## src/rtl/watch_pkg.sv

```systemverilog
`default_nettype none
// ============================================================================
// Module      : watch_pkg
// Description : Mode encoding shared by the watch input front-end and the
//               time counter block.
// Revision    : 1.0 - initial release
// ============================================================================
package watch_pkg;

    localparam logic [1:0] MODE_RUN      = 2'b00;
    localparam logic [1:0] MODE_SET_SEC  = 2'b01;
    localparam logic [1:0] MODE_SET_MIN  = 2'b10;
    localparam logic [1:0] MODE_SET_HOUR = 2'b11;

    function automatic logic [1:0] mode_advance(input logic [1:0] cur);
        logic [1:0] nxt;
        nxt = MODE_RUN;
        case (cur)
            MODE_RUN:      nxt = MODE_SET_SEC;
            MODE_SET_SEC:  nxt = MODE_SET_MIN;
            MODE_SET_MIN:  nxt = MODE_SET_HOUR;
            MODE_SET_HOUR: nxt = MODE_RUN;
            default:       nxt = MODE_RUN;
        endcase
        return nxt;
    endfunction

endpackage
`default_nettype wire

```

## src/rtl/button_debounce.sv

```systemverilog
`default_nettype none
// ============================================================================
// Module      : button_debounce
// Description : Synchronizer chain plus stable-count debouncer for one raw
//               button; emits the clean level and a registered press pulse.
// Revision    : 1.0 - initial release
// ============================================================================
module button_debounce #(
    parameter int SYNC_STAGES     = 2,
    parameter int DEBOUNCE_CYCLES = 1_000_000
) (
    input  logic clk,
    input  logic reset,
    input  logic btn,
    output logic level,
    output logic press
);

    localparam int c_CNT_W = (DEBOUNCE_CYCLES > 1) ? $clog2(DEBOUNCE_CYCLES) : 1;
    localparam logic [c_CNT_W-1:0] c_CNT_MAX = c_CNT_W'(DEBOUNCE_CYCLES - 1);

    logic [SYNC_STAGES-1:0] r_sync;
    logic [c_CNT_W-1:0]     r_cnt;
    logic                   r_level;
    logic                   r_level_d;
    logic                   r_press;
    logic                   w_synced;

    assign w_synced = r_sync[SYNC_STAGES-1];

    always_ff @(posedge clk) begin
        if (reset) begin
            r_sync    <= '0;
            r_cnt     <= '0;
            r_level   <= 1'b0;
            r_level_d <= 1'b0;
            r_press   <= 1'b0;
        end else begin
            r_sync    <= {r_sync[SYNC_STAGES-2:0], btn};
            r_level_d <= r_level;
            r_press   <= r_level & ~r_level_d;
            if (w_synced == r_level) begin
                r_cnt <= '0;
            end else if (r_cnt == c_CNT_MAX) begin
                r_level <= ~r_level;
                r_cnt   <= '0;
            end else begin
                r_cnt <= r_cnt + 1'b1;
            end
        end
    end

    assign level = r_level;
    assign press = r_press;

endmodule
`default_nettype wire

```

## src/rtl/watch_input_ctrl.sv

```systemverilog
`default_nettype none
// ============================================================================
// Module      : watch_input_ctrl
// Description : Button front-end for the watch: mode FSM with idle timeout,
//               gated plus/minus pulses with hold-to-repeat.
// Revision    : 1.0 - initial release
// ============================================================================
module watch_input_ctrl #(
    parameter int SYNC_STAGES     = 2,
    parameter int DEBOUNCE_CYCLES = 1_000_000,
    parameter int REPEAT_DELAY    = 25_000_000,
    parameter int REPEAT_RATE     = 5_000_000,
    parameter int IDLE_TIMEOUT    = 500_000_000
) (
    input  logic       clk,
    input  logic       reset,
    input  logic       btn_mode,
    input  logic       btn_plus,
    input  logic       btn_minus,
    output logic [1:0] mode,
    output logic       enable,
    output logic       plus,
    output logic       minus
);

    import watch_pkg::*;

    localparam int c_REP_MAX = (REPEAT_DELAY > REPEAT_RATE) ? REPEAT_DELAY : REPEAT_RATE;
    localparam int c_REP_W   = (c_REP_MAX > 1) ? $clog2(c_REP_MAX) : 1;
    localparam int c_IDLE_W  = (IDLE_TIMEOUT > 1) ? $clog2(IDLE_TIMEOUT) : 1;
    localparam logic [c_REP_W-1:0]  c_REP_DELAY_M1 = c_REP_W'(REPEAT_DELAY - 1);
    localparam logic [c_REP_W-1:0]  c_REP_RATE_M1  = c_REP_W'(REPEAT_RATE - 1);
    localparam logic [c_IDLE_W-1:0] c_IDLE_M1      = c_IDLE_W'(IDLE_TIMEOUT - 1);

    logic w_lvl_mode, w_lvl_plus, w_lvl_minus;
    logic w_press_mode, w_press_plus, w_press_minus;

    button_debounce #(.SYNC_STAGES(SYNC_STAGES), .DEBOUNCE_CYCLES(DEBOUNCE_CYCLES)) u_db_mode (
        .clk(clk), .reset(reset), .btn(btn_mode), .level(w_lvl_mode), .press(w_press_mode));
    button_debounce #(.SYNC_STAGES(SYNC_STAGES), .DEBOUNCE_CYCLES(DEBOUNCE_CYCLES)) u_db_plus (
        .clk(clk), .reset(reset), .btn(btn_plus), .level(w_lvl_plus), .press(w_press_plus));
    button_debounce #(.SYNC_STAGES(SYNC_STAGES), .DEBOUNCE_CYCLES(DEBOUNCE_CYCLES)) u_db_minus (
        .clk(clk), .reset(reset), .btn(btn_minus), .level(w_lvl_minus), .press(w_press_minus));

    logic [1:0]          r_mode, w_mode_nxt;
    logic                r_enable;
    logic [c_IDLE_W-1:0] r_idle_cnt, w_idle_nxt;
    logic                r_rep_active, w_rep_active_nxt;
    logic                r_rep_dir, w_rep_dir_nxt;      // 0 = plus, 1 = minus
    logic                r_rep_first, w_rep_first_nxt;
    logic [c_REP_W-1:0]  r_rep_cnt, w_rep_cnt_nxt;

    logic w_set, w_both, w_rep_held, w_rep_fire, w_pulse_ok, w_timeout;
    logic [c_REP_W-1:0] w_rep_limit;

    always_comb begin
        w_set       = (r_mode != MODE_RUN);
        w_both      = w_lvl_plus & w_lvl_minus;
        w_rep_held  = r_rep_dir ? w_lvl_minus : w_lvl_plus;
        w_rep_limit = r_rep_first ? c_REP_DELAY_M1 : c_REP_RATE_M1;
        w_rep_fire  = r_rep_active & w_rep_held & (r_rep_cnt == w_rep_limit);
        // A simultaneous mode press wins over any plus/minus pulse.
        w_pulse_ok  = w_set & ~w_both & ~w_press_mode;
        w_timeout   = w_set & (r_idle_cnt == c_IDLE_M1);
        plus        = w_pulse_ok & (w_press_plus  | (w_rep_fire & ~r_rep_dir));
        minus       = w_pulse_ok & (w_press_minus | (w_rep_fire &  r_rep_dir));
    end

    // Next-state: mode and idle timer
    always_comb begin
        w_mode_nxt = r_mode;
        w_idle_nxt = '0;
        if (w_press_mode) begin
            w_mode_nxt = mode_advance(r_mode);
        end else if (w_timeout) begin
            w_mode_nxt = MODE_RUN;
        end else if (w_set && !(w_lvl_mode || w_lvl_plus || w_lvl_minus ||
                                w_press_plus || w_press_minus)) begin
            w_idle_nxt = r_idle_cnt + 1'b1;
        end
    end

    // Next-state: repeat engine; only a fresh press can arm it
    always_comb begin
        w_rep_active_nxt = 1'b0;
        w_rep_dir_nxt    = r_rep_dir;
        w_rep_first_nxt  = r_rep_first;
        w_rep_cnt_nxt    = '0;
        if (!w_pulse_ok) begin
            w_rep_active_nxt = 1'b0;
        end else if (w_press_plus || w_press_minus) begin
            w_rep_active_nxt = 1'b1;
            w_rep_dir_nxt    = w_press_minus;
            w_rep_first_nxt  = 1'b1;
        end else if (r_rep_active && w_rep_held) begin
            w_rep_active_nxt = 1'b1;
            if (w_rep_fire) begin
                w_rep_first_nxt = 1'b0;
            end else begin
                w_rep_cnt_nxt = r_rep_cnt + 1'b1;
            end
        end
    end

    always_ff @(posedge clk) begin
        if (reset) begin
            r_mode       <= MODE_RUN;
            r_enable     <= 1'b1;
            r_idle_cnt   <= '0;
            r_rep_active <= 1'b0;
            r_rep_dir    <= 1'b0;
            r_rep_first  <= 1'b0;
            r_rep_cnt    <= '0;
        end else begin
            r_mode       <= w_mode_nxt;
            r_enable     <= (w_mode_nxt == MODE_RUN);
            r_idle_cnt   <= w_idle_nxt;
            r_rep_active <= w_rep_active_nxt;
            r_rep_dir    <= w_rep_dir_nxt;
            r_rep_first  <= w_rep_first_nxt;
            r_rep_cnt    <= w_rep_cnt_nxt;
        end
    end

    assign mode   = r_mode;
    assign enable = r_enable;

endmodule
`default_nettype wire

```

## config.mk

```make
export PLATFORM = sky130hd
export DESIGN_NAME = watch_input_ctrl
export DESIGN_NICKNAME = d
export VERILOG_FILES = /design/src/rtl/watch_pkg.sv /design/src/rtl/button_debounce.sv /design/src/rtl/watch_input_ctrl.sv
export SDC_FILE = /design/constraint.sdc
export NUM_CORES = 1
export LEC_CHECK = 0
export BUFFER_PORTS_ARGS = -buffer_cell sky130_fd_sc_hd__buf_2
export CORE_ASPECT_RATIO = 0.9
export CORE_UTILIZATION = 55
export DETAILED_ROUTE_END_ITERATION = 8
export PLACE_DENSITY = 0.71
export SYNTH_ARGS = -nofsm -noshare
export SYNTH_HDL_FRONTEND = slang
export SYNTH_SLANG_ARGS = --single-unit
```

## constraint.sdc

```tcl
create_clock -name clk -period 2.7 [get_ports clk]
set_input_delay 0.27 -clock clk [delete_from_list [all_inputs] [get_ports clk]]
set_output_delay 0.27 -clock clk [all_outputs]
set_load 0.05 [all_outputs]
```

==> results.json <==
{
  "syn_nets": 727,
  "rrSetupSlack_ns": 0.49,
  "antenna_cells": 0,
  "max-slew-margin-rel": 0.649,
  "status": "finished, final reports clean",
  "skew_ns": 0.00692,
  "hp-start": "btn_plus",
  "post-dp-hpwl_mm": 8.62,
  "drtAntennaViolNets": 0,
  "cts_max_level": 4,
  "final_core_util": 0.652,
  "drive_above_1_share": 0.104,
  "finalNetCount": 733,
  "fin_tns_setup_ns": 0,
  "firstDrtPassIters": 5,
  "pwr_density_cell_nw_per_um2": 635,
  "fp.dieArea_sq_um": 11800,
  "worstPathArrival_ns": 2.37,
  "ios": 10,
  "area_delta_synth_final_pct": 14.3,
  "regToRegEndpoint": "r_idle_cnt[23]$_SDFF_PP0_",
  "max_freq_mhz": 378,
  "ys_top_cells_by_count": "dfxtp_1 (135), nor2_1 (49), nand3_1 (47), nand2_1 (39), or4_1 (34)",
  "netlist_area_sq_um": 6250,
  "placed_area_sq_um": 6430,
  "portBuffers": 9,
  "die_x_um": 114,
  "synthFlopType": "dfxtp_1",
  "n_fill_cell": 899,
  "track_usage": 0.234,
  "holdPathEnd": "u_db_plus.r_sync[0]$_SDFF_PP0_",
  "core_area_sq_um": 10900,
  "yosysMostFrequentCell": "dfxtp_1",
  "whs_path_depth": 2,
  "vias": 5371,
  "muxShareOfSynthArea": 0,
  "yosysSeqAreaShare": 0.433,
  "hold_buffers": 0,
  "critPathMaxStageDelay_ns": 0.52,
  "fin_total_pwr_mw": 4.53,
  "synthCells": 715,
  "netlist-cell-type-count": 50,
  "clkTransAtPathRegs_ns": 0.06,
  "final_cells": 886,
  "r2r_cells": 4,
  "fin_crit_ns": 2.64,
  "cts-root-buf": "clkbuf_16",
  "period_share": 0.979,
  "first_global_vias": 4735,
  "required_ns": 2.43,
  "critPathKind": "reg2out",
  "grt_pass1_wl_mm": 21.9,
  "synth_area_per_cell_sq_um": 8.74,
  "synthArstFlopShare": 0,
  "drt_wl_total_mm": 13.1,
  "hold_viol_final": 0,
  "cts_made_buffers": 17,
  "cts_buffer_depth": 2,
  "synth_xor_area_frac": 0.0799,
  "crit_fanout": 5,
  "dp.cells": 853,
  "netlist.area_leader.share": 0.433,
  "grt_max_degree": 30,
  "slew_violations": 0,
  "startpoint_type": "register",
  "antenna_found_initial": 0,
  "wl_per_cell_um": 14.8,
  "setup_viol": 0,
  "initial_core_util": 0.571,
  "power.ir.vdd_worst_mv": 0.503,
  "die_h_um": 103,
  "yosys-top-cells-area": "dfxtp_1 (43%), xor2_1 (4.5%), or4_1 (4.1%)",
  "maxCapViolCount": 0,
  "yosys.area_share.adder": 0.0140,
  "post-route-drc-count": 0,
  "insertion_delay_ns": 0.42,
  "cpMaxStageDelayCell": "or4_1",
  "synth_warnings": 0,
  "end_kind": "output port",
  "ys_ff_latch": 135,
  "worst_pin_slew_ns": 0.524,
  "r2r_start": "r_idle_cnt[3]$_SDFF_PP0_",
  "hold_path_class": "in2reg",
  "p_leak_nw": 2.10,
  "cts.sinks": 135,
  "grt_overflow_total": 0,
  "synth_top_family_by_area": "simple AND/OR/NAND/NOR gates",
  "synth_compound_area_frac": 0.131,
  "place.gp.congestion": 0.849,
  "crit_chain": "or4_1 -> o22a_1 -> or4_4 -> o21ai_2 -> buf_6",
  "std_cell_rows": 36,
  "cts_tree": "built",
  "synthSimpleGateAreaFrac": 0.306,
  "postLayoutCellArea_sq_um": 7140,
  "synth-edff-count": 0,
  "drt-initial-drc-count": 278,
  "viasPerCell": 6.06,
  "yosys.area.top_type": "dfxtp_1"
}
logic make-up after synthesis:
family,count (synthesis)
AOI/OAI and AO/OA,127
xor gates and xnor gates,57
adders and majority gates,7
buffers and inverters,55
DFF,135
and+or+nand+nor,334
where the power goes:
group          internal, mW  switching [mW]  total [mW]
Clock                  1.64           0.864        2.51
Sequential             2.00         0.00307        2.00
Combinational       0.00885          0.0170      0.0258
Total                  3.65           0.884        4.53
final cells by class:
cell class	count	area, sq um	share of cell area
clock buffer	21	480	0.0673
inverter	21	78.8	0.0110
timing repair buffer	21	148	0.0207
sequential	135	2710	0.379
tap	152	190	0.0266
multi-input combinational	525	3360	0.471
clock inverter	11	170	0.0238
worst max-delay path, delay by kind of cell (launching register included):
family	cells	cell delay [ns]
AND/OR/NAND/NOR	2	1.04
AO/OA/AOI/OAI	2	0.40
buffers and inverters	1	0.17
flip-flops	1	0.34
how the worst max path moves through the flow:
| stage | startpoint | to | slack (ns) | cells past startpoint |
|---|---|---|---|---|
| 2_1_floorplan | mode[0]$_SDFF_PP0_ | minus | -0.16 | 6 |
| 3_3_place_gp | r_rep_cnt[20]$_SDFF_PP0_ | minus | 0.33 | 5 |
| 3_5_place_dp | mode[0]$_SDFF_PP0_ | plus | 0.30 | 7 |
| 4_1_cts | r_rep_first$_SDFFE_PP0P_ | plus | 0.02 | 5 |
| 5_1_grt | r_rep_first$_SDFFE_PP0P_ | plus | -0.0002 | 5 |
| 6_report | r_rep_first$_SDFFE_PP0P_ | plus | 0.06 | 5 |
layer usage:
layer	GRT usage	wire length, um
met5	0	0
met4	0.0819	194
met3	0.0641	634
met2	0.375	6080
met1	0.306	6230
sequential cells by signal, indices dropped and copies added, names as in the netlist, 2 cells and up:
register / flops
u_db_minus.r_cnt: 20
u_db_plus.r_sync: 2
u_db_mode.r_sync: 2
r_rep_cnt: 25
r_idle_cnt: 29
u_db_minus.r_sync: 2
u_db_mode.r_cnt: 20
mode: 2
u_db_plus.r_cnt: 20
cells in the final DEF, fill, tap and decap left out, types with 3 or more instances in the layout:
master,instances
nor4b_1,7
or4_1,33
o21ai_2,3
nor2_1,49
clkbuf_8,4
clkinvlp_4,3
o31ai_1,26
bufinv_16,4
a21oi_1,26
xor2_1,32
nand2_1,39
nor2b_1,13
a211oi_1,30
or4b_2,3
nor4_1,5
buf_2,7
o21ai_0,28
nand4_1,29
nand2b_1,3
and2_1,10
nand3_1,47
or3_1,25
xnor2_1,25
inv_1,21
ha_1,5
and4_1,10
nor4bb_1,3
nor3_1,30
and3_1,12
buf_4,12
dfxtp_1,133
clkbuf_16,17
repair_timing:
action,in CTS,in global routing
buffers inserted,0,1
gates resized for setup,9,7
setup endpoints to repair,2,2
pin swaps,1,5
through the flow:
stage	worst slack, ns	hold slack, ns
finish	0.0563	0.0808
global route	-0.000177	0.0825
CTS	0.0181	0.0682
detailed placement	0.302	0.379
global placement	0.333	0.372
floorplan	-0.158	0.349
Note: power is estimated with default switching activity, not from simulation.
